### src/rtl/bb_mem_arbiter.sv
// Two-master round-robin arbiter in front of one synchronous single-port memory.
// Optional `BB_ARB_LOCK_EN adds i_lock so the last winner can keep the memory.
//
// state | meaning
// IDLE  | sample requests, pick winner, launch access
// ISSUE | memory strobe cycle, o_gnt pulse
// WAIT  | count down memory latency, capture read data
// RESP  | o_rvalid pulse to the winner
module bb_mem_arbiter #(
  parameter int DW      = 8,
  parameter int AW      = 8,
  parameter int MEM_LAT = 1
) (
  input  logic          clk,
  input  logic          rst,
`ifdef BB_ARB_LOCK_EN
  input  logic [1:0]    i_lock,
`endif
  input  logic [1:0]    i_req,
  input  logic [1:0]    i_we,
  input  logic [AW-1:0] i_addr0,
  input  logic [AW-1:0] i_addr1,
  input  logic [DW-1:0] i_wdata0,
  input  logic [DW-1:0] i_wdata1,
  output logic [1:0]    o_gnt,
  output logic [1:0]    o_rvalid,
  output logic [DW-1:0] o_rdata,
  output logic          o_busy,
  output logic          o_mem_en,
  output logic          o_mem_we,
  output logic [AW-1:0] o_mem_addr,
  output logic [DW-1:0] o_mem_wdata,
  input  logic [DW-1:0] i_mem_rdata
);

  typedef enum logic [1:0] {IDLE, ISSUE, WAIT, RESP} state_t;

  localparam logic [1:0] LAT_M1 = 2'(MEM_LAT - 1);

  state_t     state;
  logic       last;
  logic       sel;
  logic       lat_we;
  logic [1:0] cnt;
  logic       win;

`ifdef BB_ARB_LOCK_EN
  // high only in the IDLE cycle directly after a RESP
  logic       just_resp;
`endif

  always_comb begin
    win = (i_req == 2'b11) ? ~last : i_req[1];
`ifdef BB_ARB_LOCK_EN
    if (just_resp && i_lock[last] && i_req[last]) win = last;
`endif
  end

  always_ff @(posedge clk) begin
    if (rst) begin
      state       <= IDLE;
      last        <= 1'b1;
      sel         <= 1'b0;
      lat_we      <= 1'b0;
      cnt         <= 2'd0;
      o_gnt       <= 2'b00;
      o_rvalid    <= 2'b00;
      o_rdata     <= '0;
      o_busy      <= 1'b0;
      o_mem_en    <= 1'b0;
      o_mem_we    <= 1'b0;
      o_mem_addr  <= '0;
      o_mem_wdata <= '0;
`ifdef BB_ARB_LOCK_EN
      just_resp   <= 1'b0;
`endif
    end else begin
      o_gnt    <= 2'b00;
      o_rvalid <= 2'b00;
      o_mem_en <= 1'b0;
      o_mem_we <= 1'b0;
`ifdef BB_ARB_LOCK_EN
      just_resp <= 1'b0;
`endif
      case (state)
        IDLE: begin
          if (i_req != 2'b00) begin
            state       <= ISSUE;
            sel         <= win;
            last        <= win;
            lat_we      <= i_we[win];
            o_gnt       <= win ? 2'b10 : 2'b01;
            o_mem_en    <= 1'b1;
            o_mem_we    <= i_we[win];
            o_mem_addr  <= win ? i_addr1 : i_addr0;
            o_mem_wdata <= win ? i_wdata1 : i_wdata0;
            o_busy      <= 1'b1;
          end
        end
        ISSUE: begin
          state <= WAIT;
          cnt   <= LAT_M1;
        end
        WAIT: begin
          if (cnt == 2'd0) begin
            // writes complete with zero data so the master sees a clean response
            o_rdata  <= lat_we ? '0 : i_mem_rdata;
            o_rvalid <= sel ? 2'b10 : 2'b01;
            state    <= RESP;
          end else begin
            cnt <= cnt - 2'd1;
          end
        end
        RESP: begin
          state   <= IDLE;
          o_rdata <= '0;
          o_busy  <= 1'b0;
`ifdef BB_ARB_LOCK_EN
          just_resp <= 1'b1;
`endif
        end
        default: state <= IDLE;
      endcase
    end
  end

endmodule

### config.mk
export PLATFORM = sky130hd
export DESIGN_NAME = bb_mem_arbiter
export DESIGN_NICKNAME = d
export VERILOG_FILES = /design/src/rtl/bb_mem_arbiter.sv
export SDC_FILE = /design/constraint.sdc
export NUM_CORES = 1
export LEC_CHECK = 0
export CELL_PAD_IN_SITES_DETAIL_PLACEMENT = 2
export CELL_PAD_IN_SITES_GLOBAL_PLACEMENT = 2
export CORE_MARGIN = 3
export CORE_UTILIZATION = 24
export DETAILED_ROUTE_END_ITERATION = 16
export HOLD_SLACK_MARGIN = 0.06
export PLACE_DENSITY = 0.84
export SYNTH_ARGS = -nofsm -noshare
export SYNTH_HDL_FRONTEND = slang
export SYNTH_SLANG_ARGS = --single-unit
### constraint.sdc
create_clock -name clk -period 2.6 [get_ports clk]
set_input_delay 0.26 -clock clk [delete_from_list [all_inputs] [get_ports clk]]
set_output_delay 0.26 -clock clk [all_outputs]
set_load 0.005 [all_outputs]
==> results of run 1 <==
[report_power, final]
group          total [mW]  internal, mW  switching (mW)
clock               0.634         0.410           0.224
combinational        1.15         0.568           0.583
sequential          0.871         0.757           0.113
[kinds of logic (layout without fill, tap and decap cells)]
family	after synthesis	after routing	share of synthesized area
multiplexers	2	2	0.0126
AND/OR/NAND/NOR	71	71	0.196
buffers and inverters	16	92	0.0570
adder cells (fa/ha/maj)	9	9	0.0667
AO/OA/AOI/OAI	57	57	0.218
flip-flops	38	38	0.450
[registers in the layout, indices dropped and copies added, names as in the netlist]
signal and count:
o_busy 1, o_mem_we 1, o_mem_addr 8, o_mem_wdata 8
sel 1, o_gnt 2, o_rvalid 2, lat_we 1
last 1, o_rdata 8, cnt 2, state 2
o_mem_en 1
[final cells by class]
class                      count  share of cell area
multi-input combinational    139               0.313
timing repair buffer          80               0.298
sequential                    38               0.286
tap                           93              0.0438
clock buffer                   6              0.0311
clock inverter                 2              0.0226
inverter                       4             0.00565
[synthesized netlist by cell type (all sizes together) (2+ instances only)]
cell type | count | area [sq um]
dfxtp | 38 | 761
a21oi | 28 | 140
nand2 | 26 | 97.6
nor2 | 24 | 90.1
a211oi | 16 | 120
buf | 9 | 70.1
ha | 9 | 113
nand3 | 8 | 40.0
inv | 4 | 15.0
o21ai | 4 | 20.0
clkbuf | 3 | 11.3
or4b | 3 | 30.0
a21boi | 2 | 26.3
nor3 | 2 | 10.0
o31ai | 2 | 15.0
[layer usage]
metal	vias to the layer above	routed length, um
li1	825	-
met1	829	2680
met2	55	2870
met3	6	411
met4	0	57
met5	-	0
[path summary, 6_finish.rpt]
| check | start | end | slack [ps] | depth (start not counted) |
|---|---|---|---|---|
| max reg2reg | state[1] | state[1] | 740 | 5 |
| min reg2reg | o_rdata[1] | o_rdata[1] | 460 | 2 |
| max | state[1] | state[1] | 740 | 5 |
| min | o_rdata[1] | o_rdata[1] | 460 | 2 |
[per-stage QoR]
| stage | power, mW | hold WS [ps] | std cells |
|---|---|---|---|
| floorplan | 1.50 | 401 | 193 |
| global placement | 1.98 | 441 | 354 |
| detailed placement | 2.04 | 451 | 354 |
| CTS | 2.69 | 466 | 362 |
| global route | 2.85 | 480 | 362 |
| finish | 2.66 | 458 | 362 |
[critical path: stages (launching register included)]
cell	delay, ps
sky130_fd_sc_hd__dfxtp_1	370
sky130_fd_sc_hd__inv_1	160
sky130_fd_sc_hd__ha_1	330
sky130_fd_sc_hd__nor3b_1	540
sky130_fd_sc_hd__nor2_1	160
sky130_fd_sc_hd__o31ai_1	230
==> results.yml, run 1 <==
layout:
  final_cell_mix: "sky130_fd_sc_hd__clkdlybuf4s50_1 (76), sky130_fd_sc_hd__dfxtp_1 (38), sky130_fd_sc_hd__a21oi_1 (28)"
  drive_above_1_share: 0.0669
  multi_input_comb_area_sq_um: 832
  nets: 323
  final_design_area_no_fill_sq_um: 2660
  layout-area-overhead-vs-synth_pct: 57.3
  antennaDiodeCount: 0
  fillerInstances: 745
  commonest_non_fill_non_tap_cell_in_the_layout: "sky130_fd_sc_hd__clkdlybuf4s50_1"
  fin_util: 0.405
  final-seq-area_sq_um: 761
place:
  placement.setup.worst_slack_ps: 645
  port_buffers: 76
  gp_congestion: 0.730
  placed_cell_area_sq_um: 2510
  hpwl_mm: 4.41
routing:
  detail-route-antenna-nets: 0
  detail_route.vias_per_cell: 4.74
  detail_route.wirelength_mm: 6.01
  via_count: 1715
  route.detailed.wl_per_inst_um: 16.6
  drc_violations: 0
  drt_pass1_iterations: 2
  drtIter0Drc: 21
cts:
  number_of_cts_inserted_buffers: 5
  cts_num_sinks: 38
  clock_path_buffers: 2
  clock_insertion_delay_worst_skew_ps: 300
  post_cts_resize_count: 0
  clk_root_buffer_cell: "sky130_fd_sc_hd__clkbuf_8"
  cts_tree: "yes"
  cts.htree.levels: 2
  count_of_hold_fix_buffers_inserted_at_cts: 0
  cts_post_setup_buffers_inserted: 0
  cts.reportedPaths.clkPinSlew_ps: 80
global_routing:
  via_count_of_the_first_global_routing_pass: 1996
  grt_start_max_net_pins: 22
  grt.total_usage: 0.154
  gr-total-overflow: 0
  use_met1: 0.182
  busiest_layer: "met2"
  grt_pass1_wl_mm: 10.2
  gr-usage-met3: 0.0484
  use_met2: 0.270
  grt_antenna_before_repair: 0
floorplanning:
  floorplan.die.height_um: 89.9
  core.rowCount: 29
  start_util: 0.257
  fp.dieArea_sq_um: 8080
  placeableCoreArea_sq_um: 6570
  fp.dieW_um: 89.9
  design.portCount: 77
synthesis:
  synth-async-reset-ratio: 0
  syn-num-nets: 248
  synth-warning-count: 0
  synthesis.area_sq_um: 1690
  post_synth_num_cell_types: 34
  synth_seq_cells: 38
  post_synth_edffs: 0
  postSynthCellCount: 193
  synth_ff_type: "sky130_fd_sc_hd__dfxtp_1"
  seq_area_frac_synth: 0.450
  mapped_avg_cell_area_sq_um: 8.75
status:
  run_status: "finished clean"
sta:
  slew_viol_final: 0
  skew_ps: 7.91
  timing.final.crit_share: 0.717
  setup_repair_after_global_routing_missed_its_margin: "false"
  maxClockFrequency_ghz: 0.536
  total_setup_violations_reported_at_the_end_of_the_flow: 0
  worst_pin_slew_ps: 710
  max_slew_margin: 0.513
  finalHoldViolations: 0
  final_min_period_ps: 1860
  finalWorstSetupSlack_ps: 736
  setup_total_negative_slack_ps: 0
power_and_ir_drop:
  power.density_nw_per_um2: 1000
  power.leakage_nw: 1.00
  peakVddDrop_mv: 0.512
setup_path:
  timing_worst_setup_path_type: "reg2reg"
  critical_path_required_time_ps: 2800
  worstSetupEndpointType: "register"
  crit_path_start_kind: "register"
  worst-path-max-fanout: 7
  cp.arrival_ps: 2070
worst_hold_path:
  hold_path.class: "reg2reg"
run:
  max_cap_check_violation_count: 0
No activity file was read; power rests on OpenSTA's default activity.
==> run 2: changes to the inputs <==
--- a/config.mk
+++ b/config.mk
@@ -8,10 +8,10 @@
 export CELL_PAD_IN_SITES_DETAIL_PLACEMENT = 2
 export CELL_PAD_IN_SITES_GLOBAL_PLACEMENT = 2
 export CORE_MARGIN = 3
-export CORE_UTILIZATION = 24
+export CORE_UTILIZATION = 23
 export DETAILED_ROUTE_END_ITERATION = 16
 export HOLD_SLACK_MARGIN = 0.06
-export PLACE_DENSITY = 0.84
+export PLACE_DENSITY = 0.81
 export SYNTH_ARGS = -nofsm -noshare
 export SYNTH_HDL_FRONTEND = slang
 export SYNTH_SLANG_ARGS = --single-unit
==> constraint.sdc (replaced) <==
create_clock -name clk -period 1.75 [get_ports clk]
set_input_delay 0.175 -clock clk [delete_from_list [all_inputs] [get_ports clk]]
set_output_delay 0.175 -clock clk [all_outputs]
set_load 0.005 [all_outputs]
==> results.yml, run 2 (synthesis results as in run 1) <==
layout:
  final_design_area_no_fill_sq_um: 2730
  commonest_non_fill_non_tap_cell_in_the_layout: "sky130_fd_sc_hd__clkdlybuf4s50_1"
  final_cell_mix: "sky130_fd_sc_hd__clkdlybuf4s50_1 (76), sky130_fd_sc_hd__dfxtp_1 (36), sky130_fd_sc_hd__a21oi_1 (28)"
  fillerInstances: 780
  nets: 331
  layout-area-overhead-vs-synth_pct: 61.6
  drive_above_1_share: 0.119
  layout_top_registers: "o_mem_addr (8), o_mem_wdata (8), o_rdata (8)"
  antennaDiodeCount: 0
sta:
  skew_ps: 9.87
  worst_pin_slew_ps: 332
  maxClockFrequency_ghz: 0.612
  timing.final.crit_share: 0.934
  final_worst_hold_slack_ps: 433
  final_min_period_ps: 1630
  max_slew_margin: 0.778
  total_setup_violations_reported_at_the_end_of_the_flow: 0
  finalHoldViolations: 0
  slew_viol_final: 0
routing:
  detail_route.vias_per_cell: 4.71
  drt_pass1_iterations: 4
  drtIter0Drc: 44
  via_count: 1758
  detail_route.wirelength_mm: 6.32
  detail-route-antenna-nets: 0
  drc_violations: 0
  route.detailed.wl_per_inst_um: 16.9
power_and_ir_drop:
  peakVddDrop_mv: 0.449
  comb_power_share: 0.498
  cellInternalPower_mw: 2.45
  seq_power_share: 0.336
  power.leakage_nw: 1.03
  report.power.total_mw: 3.86
  power.density_nw_per_um2: 1410
  share_clk_of_total_power: 0.166
  power.switching_fraction: 0.364
  power.net_switching_mw: 1.41
floorplanning:
  floorplan.die.height_um: 91.7
  core.rowCount: 30
  design.portCount: 77
  placeableCoreArea_sq_um: 6940
  start_util: 0.243
  fp.dieArea_sq_um: 8410
  fp.dieW_um: 91.7
setup_path:
  timing_worst_setup_path_type: "reg2reg"
  critical_path_required_time_ps: 1940
  crit_path_start_kind: "register"
  cp.arrival_ps: 1830
  worst-path-max-fanout: 5
  worstSetupEndpointType: "register"
cts:
  number_of_cts_inserted_buffers: 5
  cts_num_sinks: 38
  clk_root_buffer_cell: "sky130_fd_sc_hd__clkbuf_8"
  clock_insertion_delay_worst_skew_ps: 290
  cts.reportedPaths.clkPinSlew_ps: 80
  cts.htree.levels: 2
  cts_tree: "yes"
  count_of_hold_fix_buffers_inserted_at_cts: 0
  clock_path_buffers: 2
global_routing:
  grt.total_usage: 0.146
  grt_pass1_wl_mm: 9.83
  grt_start_max_net_pins: 21
  grt_antenna_before_repair: 0
  via_count_of_the_first_global_routing_pass: 1895
  gr-total-overflow: 0
place:
  placed_cell_area_sq_um: 2600
  gp_congestion: 0.717
  port_buffers: 76
  hpwl_mm: 4.74
status:
  run_status: "finished clean"
worst_hold_path:
  hold_path.class: "in2reg"
run:
  max_cap_check_violation_count: 0
-- run 2: cell types whose count changed in the layout (fill, tap and decap cells not counted), sizes merged --
cell / delta
clkinv: +1
buf: +7
bufinv: -2
clkbuf: +1
clkinvlp: +1
-- run 2: worst paths after layout --
check	startpoint	endpoint	slack, ps	depth (start not counted)
setup / recovery	state[0]	state[0]	120	5
hold / removal	i_addr0[5]	o_mem_addr[5]	430	3
setup reg to reg	state[0]	state[0]	120	5
hold reg to reg	o_rdata[2]	o_rdata[2]	450	2
-- run 2: repair_timing --
item / CTS / global route
gates resized for setup: 1 / 7
setup endpoints to repair: 1 / 22
gates cloned: 0 / 1
setup buffers: 0 / 0
-- run 2: cell type report --
cell class | instances | area [sq um] | area share
clock inverters | 2 | 12.5 | 0.00459
multi-input cells | 139 | 851 | 0.312
repair buffers | 88 | 885 | 0.324
clock buffers | 6 | 82.6 | 0.0303
well taps | 96 | 120 | 0.0440
inverters | 4 | 15.0 | 0.00550
flip-flops and latches | 38 | 763 | 0.280
-- run 2: routing by layer --
metal  track usage  vias up  routed length [um]
met5             0        -                   0
met4        0.0396        0                  48
met3        0.0427        6                 408
met2         0.259       62                3230
met1         0.172      850                2630
li1              -      840                   -
-- run 2: power by group through the flow --
stage	Sequential [mW]	Clock, mW	Combinational (mW)
floorplan	1.29	0	0.933
global placement	1.29	0	1.77
detailed placement	1.31	0	1.86
CTS	1.30	0.668	1.88
global route	1.33	0.713	2.16
finish	1.30	0.641	1.92
-- run 2: worst max-delay path, cell delays in order (launching register included) --
cell and delay [ps]:
sky130_fd_sc_hd__dfxtp_2 370, sky130_fd_sc_hd__inv_1 110, sky130_fd_sc_hd__ha_2 230, sky130_fd_sc_hd__nor3b_2 190
sky130_fd_sc_hd__or4_1 530, sky130_fd_sc_hd__o31ai_1 100
-- run 2: through the flow --
step	setup WS [ps]	instances	setup TNS, ps	util
after global routing	-2.97	373	-2.97	0.393
after detailed placement	-35.0	364	-35.0	0.374
after CTS	2.98	372	0	0.388
after floorplan	188	193	0	-
final	116	373	0	0.393
after global placement	145	364	0	0.374
